`config.mk`:
```
export PLATFORM = sky130hd
export DESIGN_NAME = serial_rx
export DESIGN_NICKNAME = d
export VERILOG_FILES = /design/src/rtl/serial_pkg.sv /design/src/rtl/sync_2ff.sv /design/src/rtl/serial_rx.sv
export SDC_FILE = /design/constraint.sdc
export NUM_CORES = 1
export LEC_CHECK = 0
export ABC_AREA = 0
export BUFFER_PORTS_ARGS = -buffer_cell sky130_fd_sc_hd__buf_2
export CAP_MARGIN = 20
export CORE_MARGIN = 2
export CORE_UTILIZATION = 60
export CTS_CLUSTER_DIAMETER = 200
export DETAILED_ROUTE_END_ITERATION = 8
export PLACE_DENSITY = 0.78
export SLEW_MARGIN = 0
export SYNTH_ARGS = -nofsm -noshare
export SYNTH_HDL_FRONTEND = slang
export SYNTH_HIERARCHICAL = 1
export SYNTH_SLANG_ARGS = --single-unit
```
`constraint.sdc`:
```
create_clock -name clk -period 3.35 [get_ports clk]
set_input_delay 0.1675 -clock clk [delete_from_list [all_inputs] [get_ports clk]]
set_output_delay 0.1675 -clock clk [all_outputs]
set_load 0.01 [all_outputs]
```
`src/rtl/serial_pkg.sv`:
```
// serial_pkg: parity-mode and FSM-state encodings shared by the serial receiver.
package serial_pkg;

    localparam int PAR_NONE = 0;
    localparam int PAR_ODD  = 1;
    localparam int PAR_EVEN = 2;

    typedef enum logic [2:0] {S_IDLE, S_START, S_DATA, S_PARITY, S_STOP} state_t;

    function automatic logic maj3(input logic a, input logic b, input logic c);
        return (a & b) | (a & c) | (b & c);
    endfunction

endpackage

```
`src/rtl/sync_2ff.sv`:
```
// sync_2ff: two-flop synchroniser for an asynchronous input; resets to 1 so an
// idle serial line never looks like a start edge coming out of reset.
module sync_2ff (
    input  logic clk,
    input  logic rst,
    input  logic d_i,
    output logic q_o
);

    logic [1:0] ff_q;

    always_ff @(posedge clk or negedge rst) begin
        if (!rst) ff_q <= 2'b11;
        else      ff_q <= {ff_q[0], d_i};
    end

    assign q_o = ff_q[1];

endmodule

```
`src/rtl/serial_rx.sv`:
```
// serial_rx: async serial receiver with 3-sample majority voting, parity/stop
// checking and a 1-deep ready/valid output register with overrun reporting.
module serial_rx
    import serial_pkg::*;
#(
    parameter int CLKS_PER_BIT = 3200,
    parameter int DATA_BITS    = 8,
    parameter int PARITY       = PAR_NONE,
    parameter int STOP_BITS    = 1
) (
    input  logic                 clk,
    input  logic                 rst,
    input  logic                 rx,
    output logic [DATA_BITS-1:0] rx_byte,
    output logic                 rx_byte_valid,
    input  logic                 rx_ready,
    output logic                 frame_err,
    output logic                 parity_err,
    output logic                 overrun
);

    localparam int CW = $clog2(CLKS_PER_BIT);
    localparam logic [CW-1:0] HALF = CW'(CLKS_PER_BIT / 2);
    localparam logic [CW-1:0] LAST = CW'(CLKS_PER_BIT - 1);

    state_t               state_q, state_d;
    logic [CW-1:0]        cnt_q, cnt_d;
    logic [3:0]           idx_q, idx_d;
    logic [DATA_BITS-1:0] shift_q, shift_d, byte_q, byte_d;
    logic                 s1_q, s1_d, s2_q, s2_d, prev_q, skip_q, skip_d;
    logic                 ferr_q, ferr_d, perr_q, perr_d;
    logic                 vld_q, vld_d, fe_q, fe_d, pe_q, pe_d, ovr_q, ovr_d;
    logic                 rx_s, maj, commit, done, hs;

    sync_2ff u_sync (.clk(clk), .rst(rst), .d_i(rx), .q_o(rx_s));

    assign maj    = maj3(s1_q, s2_q, rx_s);
    // skip_q masks the mid-sample of the start bit's second half after DATA is entered early
    assign commit = (cnt_q == HALF + 1'b1) && !skip_q;
    assign hs     = vld_q && rx_ready;

    always_comb begin
        state_d = state_q;
        cnt_d   = (cnt_q == LAST) ? '0 : cnt_q + 1'b1;
        idx_d   = idx_q;
        shift_d = shift_q;
        s1_d    = (cnt_q == HALF - 1'b1) ? rx_s : s1_q;
        s2_d    = (cnt_q == HALF) ? rx_s : s2_q;
        skip_d  = (cnt_q == LAST) ? 1'b0 : skip_q;
        ferr_d  = ferr_q;
        perr_d  = perr_q;
        done    = 1'b0;
        case (state_q)
            S_IDLE: begin
                cnt_d = '0;
                if (prev_q && !rx_s) begin
                    state_d = S_START;
                    ferr_d  = 1'b0;
                    perr_d  = 1'b0;
                end
            end
            S_START: if (cnt_q == HALF) begin
                state_d = rx_s ? S_IDLE : S_DATA;
                skip_d  = 1'b1;
                idx_d   = '0;
            end
            S_DATA: if (commit) begin
                shift_d = {maj, shift_q[DATA_BITS-1:1]};
                idx_d   = idx_q + 1'b1;
                if (idx_q == 4'(DATA_BITS - 1)) begin
                    idx_d   = '0;
                    state_d = (PARITY != PAR_NONE) ? S_PARITY : S_STOP;
                end
            end
            S_PARITY: if (commit) begin
                perr_d  = (PARITY == PAR_EVEN) ? ^{shift_q, maj} : ~^{shift_q, maj};
                state_d = S_STOP;
            end
            S_STOP: if (commit) begin
                ferr_d = ferr_q | ~maj;
                idx_d  = idx_q + 1'b1;
                if (idx_q == 4'(STOP_BITS - 1)) begin
                    state_d = S_IDLE;
                    done    = 1'b1;
                end
            end
            default: state_d = S_IDLE;
        endcase
        vld_d  = vld_q && !hs;
        byte_d = byte_q;
        fe_d   = fe_q;
        pe_d   = pe_q;
        ovr_d  = done && vld_q && !hs;
        if (done && (!vld_q || hs)) begin
            vld_d  = 1'b1;
            byte_d = shift_q;
            fe_d   = ferr_d;
            pe_d   = perr_q;
        end
    end

    always_ff @(posedge clk or negedge rst) begin
        if (!rst) begin
            state_q <= S_IDLE;
            cnt_q   <= '0;
            idx_q   <= '0;
            shift_q <= '0;
            s1_q    <= 1'b1;
            s2_q    <= 1'b1;
            prev_q  <= 1'b1;
            skip_q  <= 1'b0;
            ferr_q  <= 1'b0;
            perr_q  <= 1'b0;
            byte_q  <= '0;
            vld_q   <= 1'b0;
            fe_q    <= 1'b0;
            pe_q    <= 1'b0;
            ovr_q   <= 1'b0;
        end else begin
            state_q <= state_d;
            cnt_q   <= cnt_d;
            idx_q   <= idx_d;
            shift_q <= shift_d;
            s1_q    <= s1_d;
            s2_q    <= s2_d;
            prev_q  <= rx_s;
            skip_q  <= skip_d;
            ferr_q  <= ferr_d;
            perr_q  <= perr_d;
            byte_q  <= byte_d;
            vld_q   <= vld_d;
            fe_q    <= fe_d;
            pe_q    <= pe_d;
            ovr_q   <= ovr_d;
        end
    end

    assign rx_byte       = byte_q;
    assign rx_byte_valid = vld_q;
    assign frame_err     = fe_q;
    assign parity_err    = (PARITY != PAR_NONE) && pe_q;
    assign overrun       = ovr_q;

endmodule

```
; Yosys cells after proc, flatten, opt, wreduce, memory -nomap -nowiden
; Cells that the tools add are included.
; W data, S select, Z words.
[classes]
n_reduce_logical = 18
eq_ne = 16
muxes = 26
bitwise_logic = 7
addsub = 2
[ops]
columns = cell, n
row1 = $eq A12 B11 Y1 const B, 3
row2 = $mux W12, 2
row3 = $mux W3, 7
row4 = $mux W4, 4
row5 = $pmux W3 S5, 1
row6 = $ne A2 B2 Y1 const B, 7
row7 = $add A12 B1 Y12 const B, 1
row8 = $eq A12 B12 Y1 const B, 1
row9 = $pmux W4 S3, 1
row10 = $mux W1, 9
row11 = $logic_and A1 B1 Y1, 7
row12 = $reduce_and A7 Y1, 1
row13 = $eq A3 B2 Y1 const B, 2
row14 = $add A4 B1 Y4 const B, 1
row15 = $eq A4 B3 Y1 const B, 1
row16 = $logic_not A1 Y1, 4
row17 = $logic_not A4 Y1, 1
row18 = $reduce_and A4 Y1, 1
row19 = $and A1 B1 Y1, 3
row20 = $eq A3 B1 Y1 const B, 1
row21 = $eq A3 B3 Y1 const B, 1
row22 = $logic_not A3 Y1, 1
row23 = $or A1 B1 Y1, 3
row24 = $reduce_bool A3 Y1, 1
row25 = 5 further kinds, 5
[word_totals]
wordCells = 83
reg_bits = 45
out_inout_bits = 12

; Longest topological paths before layout
; Gate-level depths: netlist of run 1.
[logic_depth]
ltp_word = 7
ltp_mapped = 6
mapped_depth_nobuf = 6

; By module
; The synthesis of run 1 kept the hierarchy.
[modules_own_cells]
columns = module, n_inst, cells_per_inst, area_per_inst_um2
row1 = serial_rx, 1, 184, 2103.3
row2 = sync_2ff, 1, 2, 52.6

; Least setup slack after synthesis of run 1
; No wires, ideal clock.
[synth_path]
path_type = flip-flop to flip-flop
startpoint = reg cnt_q[4]
endpoint = reg idx_q[0]
required_ps = 3225
setup_slack_ps = 1295
period_less_slack_ps = 2055
n_path_buf = 0
path_stages_with_launch = 5
t_arrival_ps = 1930
cell_sequence = dfrtp_1 -> or4b_4 -> or4_4 -> a21o_4 -> mux2_4
[synth_via]
elab_chain_cells = 4
[synth_lines]
columns = element, line_no
row1 = start: declaration, serial_rx.sv:27  ; logic [CW-1:0] cnt_q, cnt_d;
row2 = start signal: assignment, serial_rx.sv:121  ; cnt_q <= cnt_d;
row3 = $eq A12 B11 Y1, serial_rx.sv:39  ; assign commit = (cnt_q == HALF + 1'b1) && !skip_q;
row4 = $logic_and A1 B1 Y1, serial_rx.sv:39
row5 = $ne A2 B2 Y1 (no source line), -
row6 = $reduce_and A4 Y1 (no source line) *, -
row7 = end signal: assignment, serial_rx.sv:122  ; idx_q <= idx_d;
row8 = end: declaration, serial_rx.sv:28  ; logic [3:0] idx_q, idx_d;
; Mark *: on every way between the ends. The rest lies on a longest branch, timed or not.
; A chain may end at the register's enable or synchronous reset.

; Worst setup path after layout of run 1
[layout_path]
startpoint = reg cnt_q[4]
endpoint = reg state_q[1]
[layout_via]
elab_chain_cells = 4
[layout_lines]
columns = element, line_no
row1 = $eq A12 B11 Y1, serial_rx.sv:39
row2 = $logic_and A1 B1 Y1, serial_rx.sv:39
row3 = $ne A2 B2 Y1 (no source line), -
row4 = $reduce_and A7 Y1 (no source line) *, -
row5 = end signal: assignment, serial_rx.sv:120  ; state_q <= state_d;
row6 = end: declaration, serial_rx.sv:26  ; state_t state_q, state_d;
; Marked as above.

==> results of run 1 <==
-- layer usage --
| layer | vias up | wire length [um] | share of wire, % |
|---|---|---|---|
| met3 | 13 | 170 | 4.2 |
| met2 | 40 | 1890 | 47 |
| li1 | 703 | - | - |
| met1 | 724 | 1900 | 47 |
| met5 | - | 0 | 0 |
| met4 | 0 | 65 | 1.6 |
-- sequential cells by signal, summed over array words and instances, names as in the netlist --
| name | cells |
|---|---|
| shift_q | 8 |
| overrun | 1 |
| frame_err | 1 |
| u_sync/ff_q | 2 |
| prev_q | 1 |
| s1_q | 1 |
| rx_byte | 8 |
| s2_q | 1 |
| state_q | 3 |
| rx_byte_valid | 1 |
| cnt_q | 12 |
| idx_q | 4 |
| ferr_q | 1 |
| skip_q | 1 |
-- logic make-up (layout without fill, tap and decap cells) --
family          count (synthesis)  in the layout  synth area share, %
mux                            21             21                 11.1
other cells                     1              1                0.174
simple gates                   71             71                 19.2
compound gates                 21             21                 7.49
buf+inv                        11             32                 2.09
flops                          45             45                 52.5
xor+xnor                       10             10                 4.06
fa+ha+maj                       6              6                 3.37
-- worst min path at each step --
stage | from | to | slack, ps | depth (start not counted)
2_1_floorplan | rst | cnt_q[0] | -130 | 0
3_3_place_gp | rx | u_sync/ff_q[0] | 270 | 1
3_5_place_dp | rx | u_sync/ff_q[0] | 270 | 1
4_1_cts | rx_ready | overrun | 110 | 3
5_1_grt | rx_ready | overrun | 130 | 3
6_report | rx_ready | overrun | 120 | 3
-- through the flow --
stage          power, mW  std cells  area (sq um)  setup slack [ps]
2_1_floorplan      0.761        186          2160              1290
3_3_place_gp       0.800        242          2260              1200
3_5_place_dp       0.812        242          2260              1140
4_1_cts             1.15        252          2370              1130
5_1_grt             1.21        253          2390               967
6_report            1.15        253          2390              1100
-- power by group --
part / total, mW / switching [mW] / internal [mW] / leakage [nW]
Combinational: 0.153 / 0.0856 / 0.0679 / 0.468
Sequential: 0.655 / 0.0669 / 0.588 / 0.593
Clock: 0.341 / 0.183 / 0.158 / 0.0414
Total: 1.15 / 0.335 / 0.814 / 1.10
-- cell usage after synthesis (2+ instances only) --
master,number
dfrtp_1,40
mux2_2,19
nor2_1,17
nand2_1,8
nand3_1,8
inv_1,7
nand2b_1,6
dfstp_2,5
ha_1,5
nor3_1,5
o21ai_0,5
xnor2_1,5
xor2_1,5
nand4_1,4
clkbuf_1,3
or3b_2,3
a2111oi_0,2
a21boi_0,2
a21oi_1,2
and3_1,2
nor4_1,2
nor4b_1,2
or2_2,2
-- layout make-up --
cell class / count / share of cell area, %
flip-flops and latches: 45 / 47.4
multi-input cells: 130 / 41.0
repair buffers: 17 / 4.61
well taps: 46 / 2.41
clock inverters: 3 / 1.94
clock buffers: 5 / 1.57
inverters: 7 / 1.10
-- tightest hold or removal path: cells and delay by family --
family	cells	cell delay, ps
simple gates	2	230
buf+inv	1	70
==> tab_implementation.tex, run 1 <==
\begin{tabular}{lr}
\hline
Metric & Value \\
\hline
\multicolumn{2}{l}{\textbf{Route}} \\
Wire length reported by the detailed router & 4030 um \\
First-pass iteration count of the detailed router & 5 \\
Vias per std cell & 5.85 \\
Via Count & 1480 \\
Number of DRC markers after the initial detailed-route iteration & 59 \\
DRC violation count after routing & 0 \\
Post-route antenna net violation count & 0 \\
Average routed wire per standard cell & 15.9 um \\
\multicolumn{2}{l}{\textbf{Run}} \\
MaxCap Viol Count & 0 \\
\multicolumn{2}{l}{\textbf{Final layout}} \\
Most common library cell in the layout ignoring fill and taps & dfrtp\_1 \\
Number of filler cells placed in the layout & 237 \\
Combined area of the multi-input logic cells & 978 sq um \\
Share of the core filled with cells & 70.5\% \\
Number of diodes added for antenna fixing & 0 \\
Ratio of cells with drive above 1 in the final layout & 29.5\% \\
Final Net Count & 215 \\
Top library cells by usage in the layout, fill and taps aside & 40 x dfrtp\_1, 19 x mux2\_2, 17 x nor2\_1, 14 x buf\_2 \\
Flip-flop and latch area & 0.00113 sq mm \\
Synthesis-to-layout area growth & 10.8\% \\
\multicolumn{2}{l}{\textbf{Global routing}} \\
Pin count of the biggest net entering global routing & 46 \\
Initial antenna violation count & 0 \\
Total gr overflow & 0 \\
Grt met2 use & 34.4\% \\
GRT Resource Usage Total & 22.8\% \\
Grt peak-use layer & met2 \\
Vias in the first global route & 1525 \\
M1 GR Usage & 31.2\% \\
Grt met3 use & 5.99\% \\
Global-route wire length before repair & 7060 um \\
\multicolumn{2}{l}{\textbf{STA}} \\
RSZ-0062 raised after global routing & false \\
Post-route minimum period & 2250 ps \\
Setup TNS & 0 ps \\
Maximum clock rate & 445 MHz \\
Final slew viol count & 0 \\
Skew final & 13.0 ps \\
Transition at the pin with the smallest max-transition slack & 678 ps \\
Worst slew margin & 54.4\% \\
Final hold vios & 0 \\
Final period utilization & 67.1\% \\
Worst hold margin & 121 ps \\
Number of setup violations in the final report & 0 \\
\multicolumn{2}{l}{\textbf{Synth}} \\
Post-Syn Area & 0.00216 sq mm \\
Number of distinct standard cells referenced by the synthesized netlist & 50 \\
Cell types with the largest area share after synthesis & dfrtp\_1 46\%, mux2\_2 9.9\%, dfstp\_2 6.1\%, nor2\_1 3.0\%, ha\_1 2.9\% \\
Seq cells post-synth & 45 \\
Most used flip-flop cell after synthesis & dfrtp\_1 \\
Number of warning messages in the yosys log & 6 \\
Share of the yosys chip area belonging to registers & 52.5\% \\
Synthesized netlist net count & 195 \\
Share of synthesized registers carrying an async set or reset & 100\% \\
Cell count after synthesis & 186 \\
Synthesized area per cell & 11.6 sq um \\
Number of enable-type register cells in the synthesized netlist & 0 \\
Fraction of synthesized cell area taken by the top area cell type & 46.4\% \\
Synth area leader & dfrtp\_1 \\
\multicolumn{2}{l}{\textbf{Worst setup path}} \\
Last element of the critical path & state\_q[1] \\
Startpoint kind of the worst setup timing path & flop \\
Buffers \& Inverters on Critical Path & 0 \\
Reg-to-reg endpoint & state\_q[1] \\
Max stage delay on crit path & 590 ps \\
Source of the worst register-to-register timing path & cnt\_q[4] \\
Maximum net fanout on the critical path & 5 \\
Critical path class & flop to flop \\
Crit path max-delay cell type & nor4\_1 \\
Data required time of the critical path & 3640 ps \\
Origin of the worst setup path & cnt\_q[4] \\
Critical path, cell by cell & or4b\_4 -> nor4\_1 -> nand4\_1 -> o32ai\_2 \\
Data arrival, critical path & 2530 ps \\
Setup slack on the worst flop-to-flop path & 1100 ps \\
Number of cells on the worst reg-to-reg path & 4 \\
Top delay family on crit path & simple AND/OR/NAND/NOR gates \\
Critical path capture point type & flop \\
Cell depth of the worst setup path & 4 \\
\multicolumn{2}{l}{\textbf{Placed design}} \\
Gp weighted congestion & 0.869 \\
Number of buffers added on ports & 14 \\
Half-perimeter wire length after detailed placement & 2900 um \\
\multicolumn{2}{l}{\textbf{Floorplan}} \\
IO Pins & 16 \\
Number of placement rows & 21 \\
Die area & 0.00409 sq mm \\
Width of the die & 63.9 um \\
Core area & 0.00339 sq mm \\
Initial core utilization & 63.6\% \\
Y dimension of the die & 63.9 um \\
\multicolumn{2}{l}{\textbf{Clock tree}} \\
Post-CTS Setup Repair Bufs & 0 \\
Clock input transition at the sequential cells of the worst setup and hold paths & 140 ps \\
TritonCTS clock tree & done \\
Num CTS Buffers & 5 \\
Cell at the root of the clock tree & clkbuf\_4 \\
Number of sinks driven by the clock tree & 45 \\
CTS resizes & 0 \\
Worst-case clock buffer depth & 2 \\
Worst-skew pair later-pin latency & 370 ps \\
H-tree level count & 2 \\
Number of buffers added to fix hold violations after cts & 2 \\
\multicolumn{2}{l}{\textbf{Power}} \\
Power density cells & 481 mW/mm\^{}2 \\
Worst VDD drop & 0.000311 V \\
Static leakage & 1.10 nW \\
\multicolumn{2}{l}{\textbf{Min path}} \\
Min-delay worst type & input pin to flop \\
\multicolumn{2}{l}{\textbf{Outcome}} \\
Result of the run & completed \\
\hline
\end{tabular}
Note: power is estimated with default switching activity, not from simulation.
==> run 2, diff against run 1 <==
Settings changed: CORE_UTILIZATION 60 to 53, PLACE_DENSITY 0.78 to 0.72.
Clock period 3.35 ns to 1.8 ns, I/O delays scaled along.
==> tab_implementation.tex, run 2 (synthesis gave the netlist of run 1 again) <==
\begin{tabular}{lr}
\hline
Metric & Value \\
\hline
\multicolumn{2}{l}{\textbf{Outcome}} \\
Result of the run & finished, violations left \\
Violations in the final reports & setup timing \\
\multicolumn{2}{l}{\textbf{Final layout}} \\
Top library cells by usage in the layout, fill and taps aside & 40 x dfrtp\_1, 38 x buf\_4, 19 x mux2\_2, 14 x buf\_2, 9 x nor2\_1 \\
Share of the core filled with cells & 71.8\% (+1.3 points) \\
Largest register FFs & 12 (unchanged) \\
Most common library cell in the layout ignoring fill and taps & dfrtp\_1 \\
Number of diodes added for antenna fixing & 0 (unchanged) \\
Number of filler cells placed in the layout & 279 (+18\%) \\
Register bank with the most flops & cnt\_q \\
Design Area, Final & 0.00283 sq mm (+19\%) \\
Ratio of cells with drive above 1 in the final layout & 47.2\% (+18 points) \\
Synthesis-to-layout area growth & 31.3\% \\
Final Net Count & 258 (+20\%) \\
\multicolumn{2}{l}{\textbf{Worst setup path}} \\
Crit path max-delay cell type & or4b\_4 \\
Startpoint kind of the worst setup timing path & flop \\
Maximum net fanout on the critical path & 4 (-1) \\
Max stage delay on crit path & 550 ps (-40 ps) \\
Critical path capture point type & flop \\
Data required time of the critical path & 1990 ps (-1650 ps) \\
Critical path class & flop to flop \\
Critical path, cell by cell & or4b\_4 -> or4\_4 -> a21o\_4 -> mux2\_4 \\
Data arrival, critical path & 2200 ps (-330 ps) \\
\multicolumn{2}{l}{\textbf{Clock tree}} \\
Number of sinks driven by the clock tree & 45 (unchanged) \\
Clock input transition at the sequential cells of the worst setup and hold paths & 90 ps (-50 ps) \\
Worst-skew pair later-pin latency & 310 ps (-60 ps) \\
H-tree level count & 2 (unchanged) \\
Cell at the root of the clock tree & clkbuf\_8 \\
Num CTS Buffers & 5 (unchanged) \\
TritonCTS clock tree & done \\
Worst-case clock buffer depth & 2 (unchanged) \\
\multicolumn{2}{l}{\textbf{STA}} \\
Maximum clock rate & 497 MHz (+12\%) \\
Skew final & 12.4 ps (-0.601 ps) \\
Post-route minimum period & 2010 ps (-237 ps) \\
Final period utilization & 112\% (+45 points) \\
Final hold vios & 0 (unchanged) \\
Final slew viol count & 0 (unchanged) \\
Number of setup violations in the final report & 33 (+33) \\
Setup WS post-layout & -211 ps (-1310 ps) \\
Worst slew margin & 57.6\% (+3.2 points) \\
RSZ-0062 raised after global routing & true \\
Transition at the pin with the smallest max-transition slack & 631 ps (-47.0 ps) \\
\multicolumn{2}{l}{\textbf{Power}} \\
Power density cells & 859 mW/mm\^{}2 (+79\%) \\
Static leakage & 1.36 nW (+24\%) \\
Worst VDD drop & 0.000758 V (+140\%) \\
\multicolumn{2}{l}{\textbf{Route}} \\
Post-route antenna net violation count & 0 (unchanged) \\
DRC violation count after routing & 0 (unchanged) \\
Number of DRC markers after the initial detailed-route iteration & 78 (+32\%) \\
Vias per std cell & 5.53 (-5.5\%) \\
Average routed wire per standard cell & 15.1 um (-4.9\%) \\
First-pass iteration count of the detailed router & 4 (-1) \\
Via Count & 1659 (+12\%) \\
Wire length reported by the detailed router & 4540 um (+13\%) \\
\multicolumn{2}{l}{\textbf{Placed design}} \\
Gp weighted congestion & 0.906 (+4.3\%) \\
Number of buffers added on ports & 14 (unchanged) \\
Worst slack after detailed placement & -208 ps (-1350 ps) \\
Half-perimeter wire length after detailed placement & 3280 um (+13\%) \\
Cell area after placement & 0.00254 sq mm (+12\%) \\
\multicolumn{2}{l}{\textbf{Global routing}} \\
GRT Resource Usage Total & 22.9\% (+0.048 points) \\
Total gr overflow & 0 (unchanged) \\
Vias in the first global route & 1665 (+9.2\%) \\
Initial antenna violation count & 0 (unchanged) \\
Pin count of the biggest net entering global routing & 29 (-37\%) \\
Global-route wire length before repair & 7730 um (+9.5\%) \\
\multicolumn{2}{l}{\textbf{Floorplan}} \\
Number of placement rows & 23 (+9.5\%) \\
Core area & 0.00394 sq mm (+16\%) \\
IO Pins & 16 (unchanged) \\
Die area & 0.00459 sq mm (+12\%) \\
Initial core utilization & 54.7\% (-8.9 points) \\
Width of the die & 67.8 um (+6.0\%) \\
Y dimension of the die & 67.8 um (+6.0\%) \\
\multicolumn{2}{l}{\textbf{Run}} \\
MaxCap Viol Count & 0 (unchanged) \\
\multicolumn{2}{l}{\textbf{Min path}} \\
Min-delay worst type & input pin to flop \\
\hline
\end{tabular}
## run 2: changes by cell type in the layout (fill, tap and decap cells not counted), moves of 2 or more
| cell | previous run | this run |
|---|---|---|
| nor2_1 | 17 | 9 |
| nor2_2 | 0 | 4 |
| clkbuf_4 | 5 | 0 |
| clkbuf_8 | 0 | 6 |
| or3b_2 | 3 | 1 |
| buf_4 | 0 | 38 |
| or3b_4 | 0 | 3 |
| buf_6 | 0 | 6 |
| nor2_4 | 0 | 4 |
## run 2: layout make-up
cell class / count / area [sq um] / share of cell area [%]
tap: 50 / 62.6 / 2.21
clock inverter: 2 / 17.5 / 0.619
inverter: 7 / 26.3 / 0.928
clock buffer: 6 / 82.6 / 2.92
timing repair buffer: 60 / 443 / 15.6
multi-input combinational: 130 / 1070 / 37.7
sequential: 45 / 1130 / 40.0
## run 2: worst paths after layout
| check | end | slack, ps | depth (start not counted) | from |
|---|---|---|---|---|
| max in group asynchronous | cnt_q[0] | 850 | 3 | rst |
| min in group asynchronous | rx_byte[0] | 320 | 2 | rst |
| worst max register to register | idx_q[0] | -210 | 4 | cnt_q[4] |
| worst min register to register | u_sync/ff_q[1] | 370 | 0 | u_sync/ff_q[0] |
| worst max-delay path | idx_q[0] | -210 | 4 | cnt_q[4] |
| worst min-delay path | overrun | 140 | 3 | rx_ready |
## run 2: timing repair
action | CTS | global route
buffers inserted | 5 | 3
hold buffers | 2 | 0
gates resized for setup | 15 | 14
pin swaps | 4 | 8
hold endpoints to repair | 22 | 0
setup endpoints to repair | 37 | 38
cloned | 1 | 0
## run 2: layer usage
metal	vias up	share of wire (%)	track usage [%]
met5	-	0	0
met4	0	1.3	6.75
met3	7	2.6	5.00
met2	21	52	38.5
met1	843	44	29.7
li1	788	-	-
## run 2: through the flow
step / power, mW / hold slack, ps / TNS (ps) / std cells
finish: 2.43 / 137 / -2640 / 300
global route: 2.57 / 153 / -4720 / 300
CTS: 2.37 / 131 / -2640 / 297
detailed placement: 1.66 / 127 / -2990 / 281
global placement: 1.63 / 103 / -1610 / 281
floorplan: 1.42 / -206 / -1630 / 186
## run 2: worst max-delay path, delay by kind of cell, from the launching register on
| kind | cells | cell delay [ps] |
|---|---|---|
| AND/OR/NAND/NOR | 2 | 990 |
| flip-flops | 1 | 400 |
| multiplexers | 1 | 290 |
| AO/OA/AOI/OAI | 1 | 220 |
## run 2: power breakdown
| part | switching, mW | internal (mW) | total, mW |
|---|---|---|---|
| registers | 0.0613 | 1.09 | 1.16 |
| logic | 0.302 | 0.306 | 0.608 |
| clock network | 0.350 | 0.318 | 0.669 |
| total | 0.713 | 1.72 | 2.43 |
==> run 3, diff against run 2 <==
==> constraint.sdc (replaced) <==
create_clock -name clk -period 1.8 [get_ports clk]
set_input_delay 0 -clock clk [delete_from_list [all_inputs] [get_ports clk]]
set_output_delay 0 -clock clk [all_outputs]
set_load 0.01 [all_outputs]
==> tab_implementation.tex, run 3 (synthesis gave the netlist of run 1 again) <==
\begin{tabular}{lr}
\hline
Metric & Value \\
\hline
\multicolumn{2}{l}{\textbf{Clock tree}} \\
Number of sinks driven by the clock tree & 45 (unchanged) \\
Worst-skew pair later-pin latency & 310 ps (about the same) \\
Cell at the root of the clock tree & clkbuf\_8 \\
Worst-case clock buffer depth & 2 (unchanged) \\
H-tree level count & 2 (unchanged) \\
Clock input transition at the sequential cells of the worst setup and hold paths & 90 ps (about the same) \\
TritonCTS clock tree & done \\
Num CTS Buffers & 5 (unchanged) \\
\multicolumn{2}{l}{\textbf{Final layout}} \\
Post-route non-filler standard cell count & 293 (-2.3\%) \\
Synthesis-to-layout area growth & 31.2\% (about the same) \\
Number of diodes added for antenna fixing & 0 (unchanged) \\
Final Net Count & 251 (-2.7\%) \\
Ratio of cells with drive above 1 in the final layout & 46.5\% (-0.70 points) \\
Design Area, Final & 0.00283 sq mm (about the same) \\
Top library cells by usage in the layout, fill and taps aside & 40 x dfrtp\_1, 29 x buf\_4, 19 x mux2\_2, 14 x buf\_2 \\
Register bank with the most flops & cnt\_q \\
Most common library cell in the layout ignoring fill and taps & dfrtp\_1 \\
Largest register FFs & 12 (unchanged) \\
\multicolumn{2}{l}{\textbf{Route}} \\
First-pass iteration count of the detailed router & 4 (unchanged) \\
DRC violation count after routing & 0 (unchanged) \\
Detailed-routed wire length on met3 & 155 um (+34\%) \\
Post-route antenna net violation count & 0 (unchanged) \\
Wire length reported by the detailed router & 4590 um (+1.1\%) \\
Met1 Routed Length & 1970 um (-0.55\%) \\
Via Count & 1665 (+0.36\%) \\
Routed wire length on met2 & 2390 um (+0.42\%) \\
Vias per std cell & 5.68 (+2.8\%) \\
Number of DRC markers after the initial detailed-route iteration & 82 (+5.1\%) \\
Highest metal used & met4 \\
Average routed wire per standard cell & 15.7 um (+3.5\%) \\
\multicolumn{2}{l}{\textbf{Floorplan}} \\
Die area & 0.00459 sq mm (unchanged) \\
Number of placement rows & 23 (unchanged) \\
Y dimension of the die & 67.8 um (unchanged) \\
Core area & 0.00394 sq mm (unchanged) \\
IO Pins & 16 (unchanged) \\
Initial core utilization & 54.7\% (unchanged) \\
Width of the die & 67.8 um (unchanged) \\
\multicolumn{2}{l}{\textbf{Global routing}} \\
Vias in the first global route & 1708 (+2.6\%) \\
GRT Resource Usage Total & 23.0\% (+0.074 points) \\
Pin count of the biggest net entering global routing & 46 (+59\%) \\
Initial antenna violation count & 0 (unchanged) \\
Global-route wire length before repair & 7780 um (+0.62\%) \\
Total gr overflow & 0 (unchanged) \\
\multicolumn{2}{l}{\textbf{Power}} \\
Power density cells & 901 mW/mm\^{}2 (+5.0\%) \\
Final Power & 2.55 mW (+4.9\%) \\
Static leakage & 1.33 nW (-2.0\%) \\
Worst VDD drop & 0.000741 V (-2.2\%) \\
\multicolumn{2}{l}{\textbf{STA}} \\
Final hold vios & 0 (unchanged) \\
Final slew viol count & 0 (unchanged) \\
Maximum clock rate & 498 MHz (+0.26\%) \\
Post-route minimum period & 2010 ps (-5.20 ps) \\
Final period utilization & 111\% (-0.29 points) \\
Transition at the pin with the smallest max-transition slack & 610 ps (-21.9 ps) \\
Setup WS post-layout & -206 ps (+5.20 ps) \\
Skew final & 7.29 ps (-5.13 ps) \\
Worst slew margin & 59.0\% (+1.5 points) \\
Number of setup violations in the final report & 28 (-15\%) \\
Setup TNS & -1390 ps (+1250 ps) \\
RSZ-0062 raised after global routing & true \\
Worst hold margin & 63.5 ps (-73.9 ps) \\
\multicolumn{2}{l}{\textbf{Worst setup path}} \\
Data required time of the critical path & 1990 ps (about the same) \\
Critical path capture point type & flop \\
Critical path class & flop to flop \\
Maximum net fanout on the critical path & 4 (unchanged) \\
Startpoint kind of the worst setup timing path & flop \\
Data arrival, critical path & 2200 ps (about the same) \\
\multicolumn{2}{l}{\textbf{Placed design}} \\
Gp weighted congestion & 0.856 (-5.5\%) \\
Placed Cells incl. Taps & 279 (-0.71\%) \\
Cell area after placement & 0.00255 sq mm (+0.39\%) \\
Number of buffers added on ports & 14 (unchanged) \\
Half-perimeter wire length after detailed placement & 3280 um (about the same) \\
\multicolumn{2}{l}{\textbf{Outcome}} \\
Violations in the final reports & setup timing \\
Result of the run & finished, violations left \\
\multicolumn{2}{l}{\textbf{Run}} \\
MaxCap Viol Count & 0 (unchanged) \\
\multicolumn{2}{l}{\textbf{Min path}} \\
Min-delay worst type & input pin to flop \\
\hline
\end{tabular}
==> run 3: cell types whose count changed in the layout (fill, tap and decap cells not counted), sizes merged <==
cell	change
clkbuf	-1
bufinv	+1
buf	-7
==> run 3: critical path: stages, from the launching register on <==
cell and delay [ps]:
dfrtp_1 390, or4b_4 550, or4_4 450, a21o_4 220
a211o_1 290
==> run 3: metrics by stage <==
stage,worst slack (ps),utilization (%)
after global placement,-156,64.6
after detailed placement,-192,64.6
after global routing,-237,71.8
after CTS,-205,69.5
final,-206,71.8
after floorplan,-190,-
==> run 3: final timing paths <==
kind                                start              to  depth (start not counted)  slack [ps]
hold reg to reg            u_sync/ff_q[0]  u_sync/ff_q[1]                          0         370
max in group asynchronous             rst            s1_q                          3        1320
setup reg to reg                 cnt_q[4]        idx_q[3]                          4        -210
setup / recovery                 cnt_q[4]        idx_q[3]                          4        -210
hold / removal                   rx_ready         overrun                          3          60
min in group asynchronous             rst         overrun                          3         200
==> run 3: report_power, final <==
part / switching (mW) / total, mW / internal [mW] / leakage [nW]
Combinational: 0.319 / 0.609 / 0.289 / 0.681
Sequential: 0.0567 / 1.15 / 1.09 / 0.593
Clock: 0.366 / 0.791 / 0.425 / 0.0603
==> run 3: timing repair <==
item                                    in CTS  in global routing
hold buffers                                 2                  0
pin swaps                                    6                  8
endpoints found under the setup margin      34                 37
buffers inserted                             1                  4
gates resized for setup                     14                 17
endpoints found under the hold margin       46                  0
==> run 3: area by class of cell <==
cell class | count | area (sq um)
Clock inverter | 3 | 50.0
Timing Repair Buffer | 53 | 424
Clock buffer | 5 | 68.8
Inverter | 7 | 26.3
Tap cell | 50 | 62.6
Fill cell | 277 | 1110
Sequential cell | 45 | 1130
Multi-Input combinational cell | 130 | 1060
==> run 3: metal layers <==
| layer | vias to the layer above | track usage (%) |
|---|---|---|
| li1 | 779 | - |
| met1 | 835 | 28.6 |
| met2 | 42 | 40.0 |
| met3 | 9 | 3.50 |
| met4 | 0 | 9.00 |
| met5 | - | 0 |
